--- src/rtl/nv_ram_pkg.sv ---
// Shared definitions for the parametrised NVDLA register-file RAM family.
//   - nv_ram_state_e : sweep/run FSM encoding
//   - clog2          : address width helper (never returns less than 1)
//   - lane_width     : bits per write-mask lane
package nv_ram_pkg;

  typedef enum logic {
    ST_INIT = 1'b0,
    ST_RUN  = 1'b1
  } nv_ram_state_e;

  // Smallest n with 2**n >= value, clamped to 1 so a 2-entry RAM still has an address bit.
  function automatic int clog2(input int value);
    int r;
    r = 32'sd0;
    for (int i = 0; i < 31; i++) begin
      if ((32'sd1 <<< i) < value) begin
        r = i + 32'sd1;
      end else begin
        r = r;
      end
    end
    if (r < 32'sd1) begin
      r = 32'sd1;
    end else begin
      r = r;
    end
    return r;
  endfunction

  function automatic int lane_width(input int width, input int lanes);
    return width / lanes;
  endfunction

endpackage

--- src/rtl/nv_ram_msk_lane_merge.sv ---
// Per-lane select between stored and incoming data.
//   old_data : current contents
//   new_data : candidate write data
//   mask     : lane k takes new_data when mask[k]=1, otherwise old_data
//   merged   : result
// Shared by the array write path and the output bypass path so both agree
// on lane boundaries.
module nv_ram_msk_lane_merge
  import nv_ram_pkg::*;
#(
  parameter int WIDTH     = 32,
  parameter int MASK_BITS = 4
) (
  input  logic [WIDTH-1:0]     old_data,
  input  logic [WIDTH-1:0]     new_data,
  input  logic [MASK_BITS-1:0] mask,
  output logic [WIDTH-1:0]     merged
);

  localparam int LW = lane_width(WIDTH, MASK_BITS);

  for (genvar k = 0; k < MASK_BITS; k++) begin : g_lane
    assign merged[k*LW +: LW] = mask[k] ? new_data[k*LW +: LW] : old_data[k*LW +: LW];
  end

endmodule

--- src/rtl/nv_ram_rwsp_msk_param.sv ---
// Parametrised 1R/1W register-file RAM with sub-word write mask, optional
// write-to-read bypass, post-reset zero sweep and output-valid tracking.
// Ports:
//   nvdla_core_clk / nvdla_core_rstn : clock, async active-low reset
//   ra, re        : read address and its capture enable (stage 1)
//   ore           : output register enable (stage 2), drives dout/dout_vld
//   wa, we, wmask, di : write address, enable, per-lane mask, data
//   init_done     : high once the zero sweep has finished
//   pwrbus_ram_pd : legacy power-down bus, ignored
module nv_ram_rwsp_msk_param
  import nv_ram_pkg::*;
#(
  parameter int DEPTH      = 32,
  parameter int WIDTH      = 32,
  parameter int MASK_BITS  = 4,
  parameter int BYPASS     = 1,
  parameter int INIT_CLEAR = 1,
  localparam int AW        = clog2(DEPTH)
) (
  input  logic                 nvdla_core_clk,
  input  logic                 nvdla_core_rstn,
  input  logic [AW-1:0]        ra,
  input  logic                 re,
  input  logic                 ore,
  output logic [WIDTH-1:0]     dout,
  output logic                 dout_vld,
  input  logic [AW-1:0]        wa,
  input  logic                 we,
  input  logic [MASK_BITS-1:0] wmask,
  input  logic [WIDTH-1:0]     di,
  output logic                 init_done,
  input  logic [31:0]          pwrbus_ram_pd
);

  localparam logic [AW:0]   DEPTH_V  = (AW+1)'(DEPTH);
  localparam logic [AW-1:0] LAST_IDX = AW'(DEPTH - 1);
  localparam nv_ram_state_e RST_ST   = (INIT_CLEAR != 0) ? ST_INIT : ST_RUN;
  localparam logic          RST_DONE = (INIT_CLEAR != 0) ? 1'b0 : 1'b1;
  localparam logic          BYP_EN   = (BYPASS != 0) ? 1'b1 : 1'b0;

  nv_ram_state_e        state_r;
  nv_ram_state_e        state_nxt_s;
  logic [AW-1:0]        cnt_r;
  logic [AW-1:0]        cnt_nxt_s;
  logic                 init_done_r;

  logic [WIDTH-1:0]     mem_r [DEPTH];

  logic [AW-1:0]        ra_d_r;
  logic                 rd_pend_r;
  logic [WIDTH-1:0]     dout_r;
  logic                 dout_vld_r;

  logic                 run_s;
  logic                 wa_ok_s;
  logic                 rd_ok_s;
  logic                 wr_en_s;
  logic                 byp_hit_s;
  logic [MASK_BITS-1:0] byp_mask_s;
  logic [WIDTH-1:0]     wr_old_s;
  logic [WIDTH-1:0]     wr_data_s;
  logic [WIDTH-1:0]     rd_raw_s;
  logic [WIDTH-1:0]     rd_data_s;
  logic                 unused_pd_s;

  assign unused_pd_s = ^pwrbus_ram_pd;

  // FSM state, sweep counter and init_done flag.
  always_ff @(posedge nvdla_core_clk or negedge nvdla_core_rstn) begin
    if (!nvdla_core_rstn) begin
      state_r     <= RST_ST;
      cnt_r       <= '0;
      init_done_r <= RST_DONE;
    end else begin
      state_r     <= state_nxt_s;
      cnt_r       <= cnt_nxt_s;
      init_done_r <= (state_nxt_s == ST_RUN);
    end
  end

  // Next-state: sweep one entry per cycle, leave INIT after the last entry.
  always_comb begin
    state_nxt_s = state_r;
    cnt_nxt_s   = cnt_r;
    case (state_r)
      ST_INIT: begin
        if (cnt_r == LAST_IDX) begin
          state_nxt_s = ST_RUN;
        end else begin
          cnt_nxt_s = cnt_r + AW'(1);
        end
      end
      ST_RUN:  state_nxt_s = ST_RUN;
      default: state_nxt_s = RST_ST;
    endcase
  end

  // Address qualification and datapath selects. Out-of-range addresses read
  // as zero so nothing undefined reaches the output register.
  always_comb begin
    run_s      = (state_r == ST_RUN);
    wa_ok_s    = ({1'b0, wa} < DEPTH_V);
    rd_ok_s    = ({1'b0, ra_d_r} < DEPTH_V);
    wr_en_s    = run_s & we & wa_ok_s;
    wr_old_s   = wa_ok_s ? mem_r[wa] : '0;
    rd_raw_s   = rd_ok_s ? mem_r[ra_d_r] : '0;
    // wr_en_s already implies wa < DEPTH, so a hit also implies ra_d < DEPTH.
    byp_hit_s  = BYP_EN & wr_en_s & (wa == ra_d_r);
    byp_mask_s = byp_hit_s ? wmask : '0;
  end

  nv_ram_msk_lane_merge #(
    .WIDTH     (WIDTH),
    .MASK_BITS (MASK_BITS)
  ) u_wr_merge (
    .old_data (wr_old_s),
    .new_data (di),
    .mask     (wmask),
    .merged   (wr_data_s)
  );

  nv_ram_msk_lane_merge #(
    .WIDTH     (WIDTH),
    .MASK_BITS (MASK_BITS)
  ) u_byp_merge (
    .old_data (rd_raw_s),
    .new_data (di),
    .mask     (byp_mask_s),
    .merged   (rd_data_s)
  );

  // Storage array: zero sweep during INIT, masked write in RUN. Not reset.
  always_ff @(posedge nvdla_core_clk) begin
    if (state_r == ST_INIT) begin
      mem_r[cnt_r] <= '0;
    end else if (wr_en_s) begin
      mem_r[wa] <= wr_data_s;
    end
  end

  // Read address capture and output register; both frozen during INIT.
  always_ff @(posedge nvdla_core_clk or negedge nvdla_core_rstn) begin
    if (!nvdla_core_rstn) begin
      ra_d_r     <= '0;
      rd_pend_r  <= 1'b0;
      dout_r     <= '0;
      dout_vld_r <= 1'b0;
    end else if (run_s) begin
      if (re) begin
        ra_d_r    <= ra;
        rd_pend_r <= 1'b1;
      end else if (ore) begin
        rd_pend_r <= 1'b0;
      end
      // ore samples the address captured before this edge, even when re
      // loads a new one on the same edge.
      if (ore) begin
        dout_r     <= rd_data_s;
        dout_vld_r <= rd_pend_r;
      end
    end
  end

  assign dout      = dout_r;
  assign dout_vld  = dout_vld_r;
  assign init_done = init_done_r;

endmodule

--- config.mk ---
export PLATFORM = sky130hd
export DESIGN_NAME = nv_ram_rwsp_msk_param
export DESIGN_NICKNAME = d
export VERILOG_FILES = /design/src/rtl/nv_ram_pkg.sv /design/src/rtl/nv_ram_msk_lane_merge.sv /design/src/rtl/nv_ram_rwsp_msk_param.sv
export SDC_FILE = /design/constraint.sdc
export NUM_CORES = 1
export LEC_CHECK = 0
export ABC_AREA = 0
export ABC_CLOCK_PERIOD_IN_PS = 2770
export CORE_ASPECT_RATIO = 0.75
export CORE_MARGIN = 8
export CORE_UTILIZATION = 30
export DETAILED_ROUTE_END_ITERATION = 12
export DONT_BUFFER_PORTS = 1
export GPL_TIMING_DRIVEN = 0
export PLACE_DENSITY = 0.48
export SLEW_MARGIN = 20
export SYNTH_ARGS = -nofsm -noshare
export SYNTH_HDL_FRONTEND = slang
export SYNTH_SLANG_ARGS = --single-unit
--- constraint.sdc ---
create_clock -name nvdla_core_clk -period 2.77 [get_ports nvdla_core_clk]
set_input_delay 0.554 -clock nvdla_core_clk [delete_from_list [all_inputs] [get_ports nvdla_core_clk]]
set_output_delay 0.554 -clock nvdla_core_clk [all_outputs]
set_load 0.1 [all_outputs]
==> results <==
- The net count after synthesis is 2410.
- The final reports fail on negative setup slack.
- Summed over all cells, the static leakage comes to 17.93 nW.
- The average wire per cell in the routed design is 30.96 um.
- The count of input and output buffers is 0.
- The register clock-pin slew on the reported worst setup and hold paths is 0.07 ns.
- The pre-CTS worst setup slack is -1.507 ns.
- Of the synthesized area, sequential elements account for 0.7495.
- The cell area power density is 717.4 nW/um^2.
- The clock insertion delay at the later pin of the skew report is 0.72 ns.
- STA puts the critical path data required time at 3.34 ns.
- The post-route antenna net violation count is 0.
- The area share of the largest cell type after synthesis is 0.7230.
- The via count of the first global-routing pass was 23540.
- The signal on the critical path passes through buf_6 -> buf_6 -> buf_6 -> mux4_2 -> a22oi_1 -> nand4_1 -> a21oi_1 -> o31ai_2.
- The worst path arrival time is 3.36 ns.
- After legalization and detailed placement, the total HPWL measured 95.88 mm.
- CTS saw 1069 sinks.
- The peak ir drop on the vdd network is 0.0004669 V.
- The highest clock rate is 357.6 MHz.
- The number of violations reported at the end of detailed-routing iteration 0 is 2765.
- The non-filler instance count after layout is 4457.
- Before antenna repair, the detailed router went through 6 iterations.
- The area of the die is 154200 sq um.
- The number of library cell types mapped by synthesis is 44.
- The total number of vias is 23770.
- The maximum cell stage delay along the critical path is 0.52 ns.
- The total count of max-transition violations in the final report is 0.
- The net count of the finished layout is 2573.
- The path type of the worst min-delay path is in -> reg.
- The first-pass GRT wire length is 188.0 mm.
- In this run the worst path has a maximum fanout of 10.
- In the routed layout, each cell is associated on average with a via count of 5.332.
- Buffers inserted during clock tree synthesis total 103.
- TritonCTS built the clock tree.
- After detailed placement, the design holds a cell count of 4203.
- The number of synthesized flops with an enable pin is 1024.
- The starting utilization of the core area is 0.3026.
- CTS built an H-tree with a depth of 3.
- The startpoint type of the worst setup path is a register.
- The most common library cell in the layout ignoring fill and taps is edfxtp_1.
- The initial antenna violation count came to 14.
- The total count of hold-check failures in the final report is 0.
- By instance count, the cell type seen most on the critical path is buf_6.
- The average instance area after synthesis is 18.29 sq um.
- By area the synthesized netlist is led by edfxtp_1, mux4_2, mux2i_1.
- In the final layout, the share of cells above drive strength 1 is 0.3007.
- The worst pin sits at a relative slew slack of 0.2323.
- The final period demand of the worst path is 2.797 ns.
- The transition time at the pin with the least slew margin is 1.152 ns.
- The placed cell area is 45140 sq um.
- Routability-driven placement finished with a final weighted congestion of 0.8589.
- Counting flops and latches in the post-synthesis netlist gives 1069.
- Yosys printed 0 warnings.
- The pin count of the biggest net entering global routing is 46.
- Dividing the final minimum period by the clock period gives 1.010.
- The critical path is of the reg -> reg type.
- The core region is 140600 sq um.
- In the global route stage, overall resource usage came out at 0.1735.
- The biggest area contributor in the post-synthesis netlist is edfxtp_1.
- In the synthesized netlist the dominant register cell turns out to be edfxtp_1.
- The buffer levels on the longest clock path is 3.
- The post-detailed-route DRC marker count is 0.
- The post-synthesis instance total is 2325.
- STA classifies the critical path endpoint as a register.
- The share of async-settable or async-resettable flops after synthesis is 0.04210.
- Pin placement for this block handled 117 I/O pins.
- The chip height is 342.1 um.
- The worst setup margin is -0.02656 ns.
- The final core area utilization is 0.3646.
- The clock root buffer is clkbuf_16.
- Setup repair after global routing could not meet its margin everywhere.
- Leaving out fill and tap cells, the most frequent cells in the layout are edfxtp_1, mux2i_1, a22oi_1.
- The run finished, with violations left.
- The die outline width is 450.8 um.
- The final cell area excluding filler cells is 51250 sq um.
- The post-route worst hold slack is 0.1191 ns.
- The final wirelength is 138.0 mm.
- The total grt overflow is 0.
- Setup violations remaining at the end of the flow were counted as 3.
- The count of standard-cell rows is 119.
- Max-cap violations in this run came to 0.
- The mapped cell area is 42530 sq um.
- The slowest cell on the critical path is mux4_2.
- The layout-stage area growth over the synthesis result is 20.49%.
- Clock skew on the completed layout was measured at 0.02602 ns.
worst paths after layout:
kind / cells past startpoint / startpoint / end / slack (ns)
worst max-delay path: 8 / ra_d_r[0] / dout[21] / -0.03
worst min-delay path: 2 / re / rd_pend_r / 0.12
worst max register to register: 8 / ra_d_r[0] / dout[21] / -0.03
worst min register to register: 2 / rd_pend_r / rd_pend_r / 0.49
max in group asynchronous: 2 / nvdla_core_rstn / dout[26] / 2.07
min in group asynchronous: 2 / nvdla_core_rstn / dout[19] / 0.34
metal layers:
metal  wire [um]  track usage  vias to the layer above
met5           0            0                        -
met4        4222      0.05203                        0
met3       11380      0.04518                      250
met2       61230       0.2640                     1083
met1       61140       0.2443                    12650
li1            -            -                     9788
state kept, by name, summed over array words and instances, names as in the netlist:
name	count
mem_r	1024
dout	32
cnt_r	5
ra_d_r	5
dout_vld	1
init_done	1
rd_pend_r	1
Yosys cell counts (18+ instances only):
| cell | number |
|---|---|
| mux2i_1 | 259 |
| a21oi_1 | 35 |
| dfrtp_1 | 45 |
| buf_1 | 18 |
| nor2_1 | 140 |
| nand2_1 | 43 |
| nand4_1 | 32 |
| o31ai_2 | 32 |
| edfxtp_1 | 1024 |
| buf_2 | 36 |
| and3b_1 | 33 |
| a22oi_1 | 192 |
| nand3_1 | 66 |
| clkbuf_1 | 96 |
| and3_1 | 35 |
| mux4_2 | 128 |
logic make-up after synthesis:
family	Yosys count	share of synthesized area
XOR/XNOR	3	0.0006179
adder cells (fa/ha/maj)	2	0.0005883
buffers and inverters	160	0.01589
AO/OA/AOI/OAI	280	0.05148
multiplexers	395	0.1309
flip-flops	1069	0.7495
AND/OR/NAND/NOR	416	0.05110
metrics by stage:
stage | total power [mW] | TNS [ns]
detailed placement | 22.32 | -1515.33
global route | 37.67 | -0.6375
floorplan | 20.89 | -9.772
CTS | 36.88 | -0.7152
global placement | 22.26 | -1847.00
finish | 36.77 | -0.04809
where the power goes:
group / total, mW / switching (mW) / internal [mW]
Clock: 14.5 / 6.19 / 8.30
Combinational: 3.49 / 2.35 / 1.13
Sequential: 18.8 / 0.945 / 17.8
Total: 36.8 / 9.49 / 27.3
layout make-up:
type	count	area, sq um
sequential	1069	31880
buffer	147	988.4
tap	1875	2346
antenna	5	12.51
timing repair buffer	65	1037
inverter	6	22.52
fill	13000	89310
clock inverter	63	673.1
clock buffer	131	2765
multi-input combinational	1096	11520
critical path: cells and delay by family (launching register included):
family | cells | cell delay (ns)
AO/OA/AOI/OAI | 3 | 0.83
buffers and inverters | 3 | 0.72
multiplexers | 1 | 0.52
flip-flops | 1 | 0.38
AND/OR/NAND/NOR | 1 | 0.17
repair_timing:
action,in CTS,in global routing
setup buffers,46,9
resized for setup,451,76
pin swaps,41,12
hold buffers,7,0
endpoints found under the setup margin,2048,754
endpoints found under the hold margin,50,0
(Power assumes the default switching activity.)
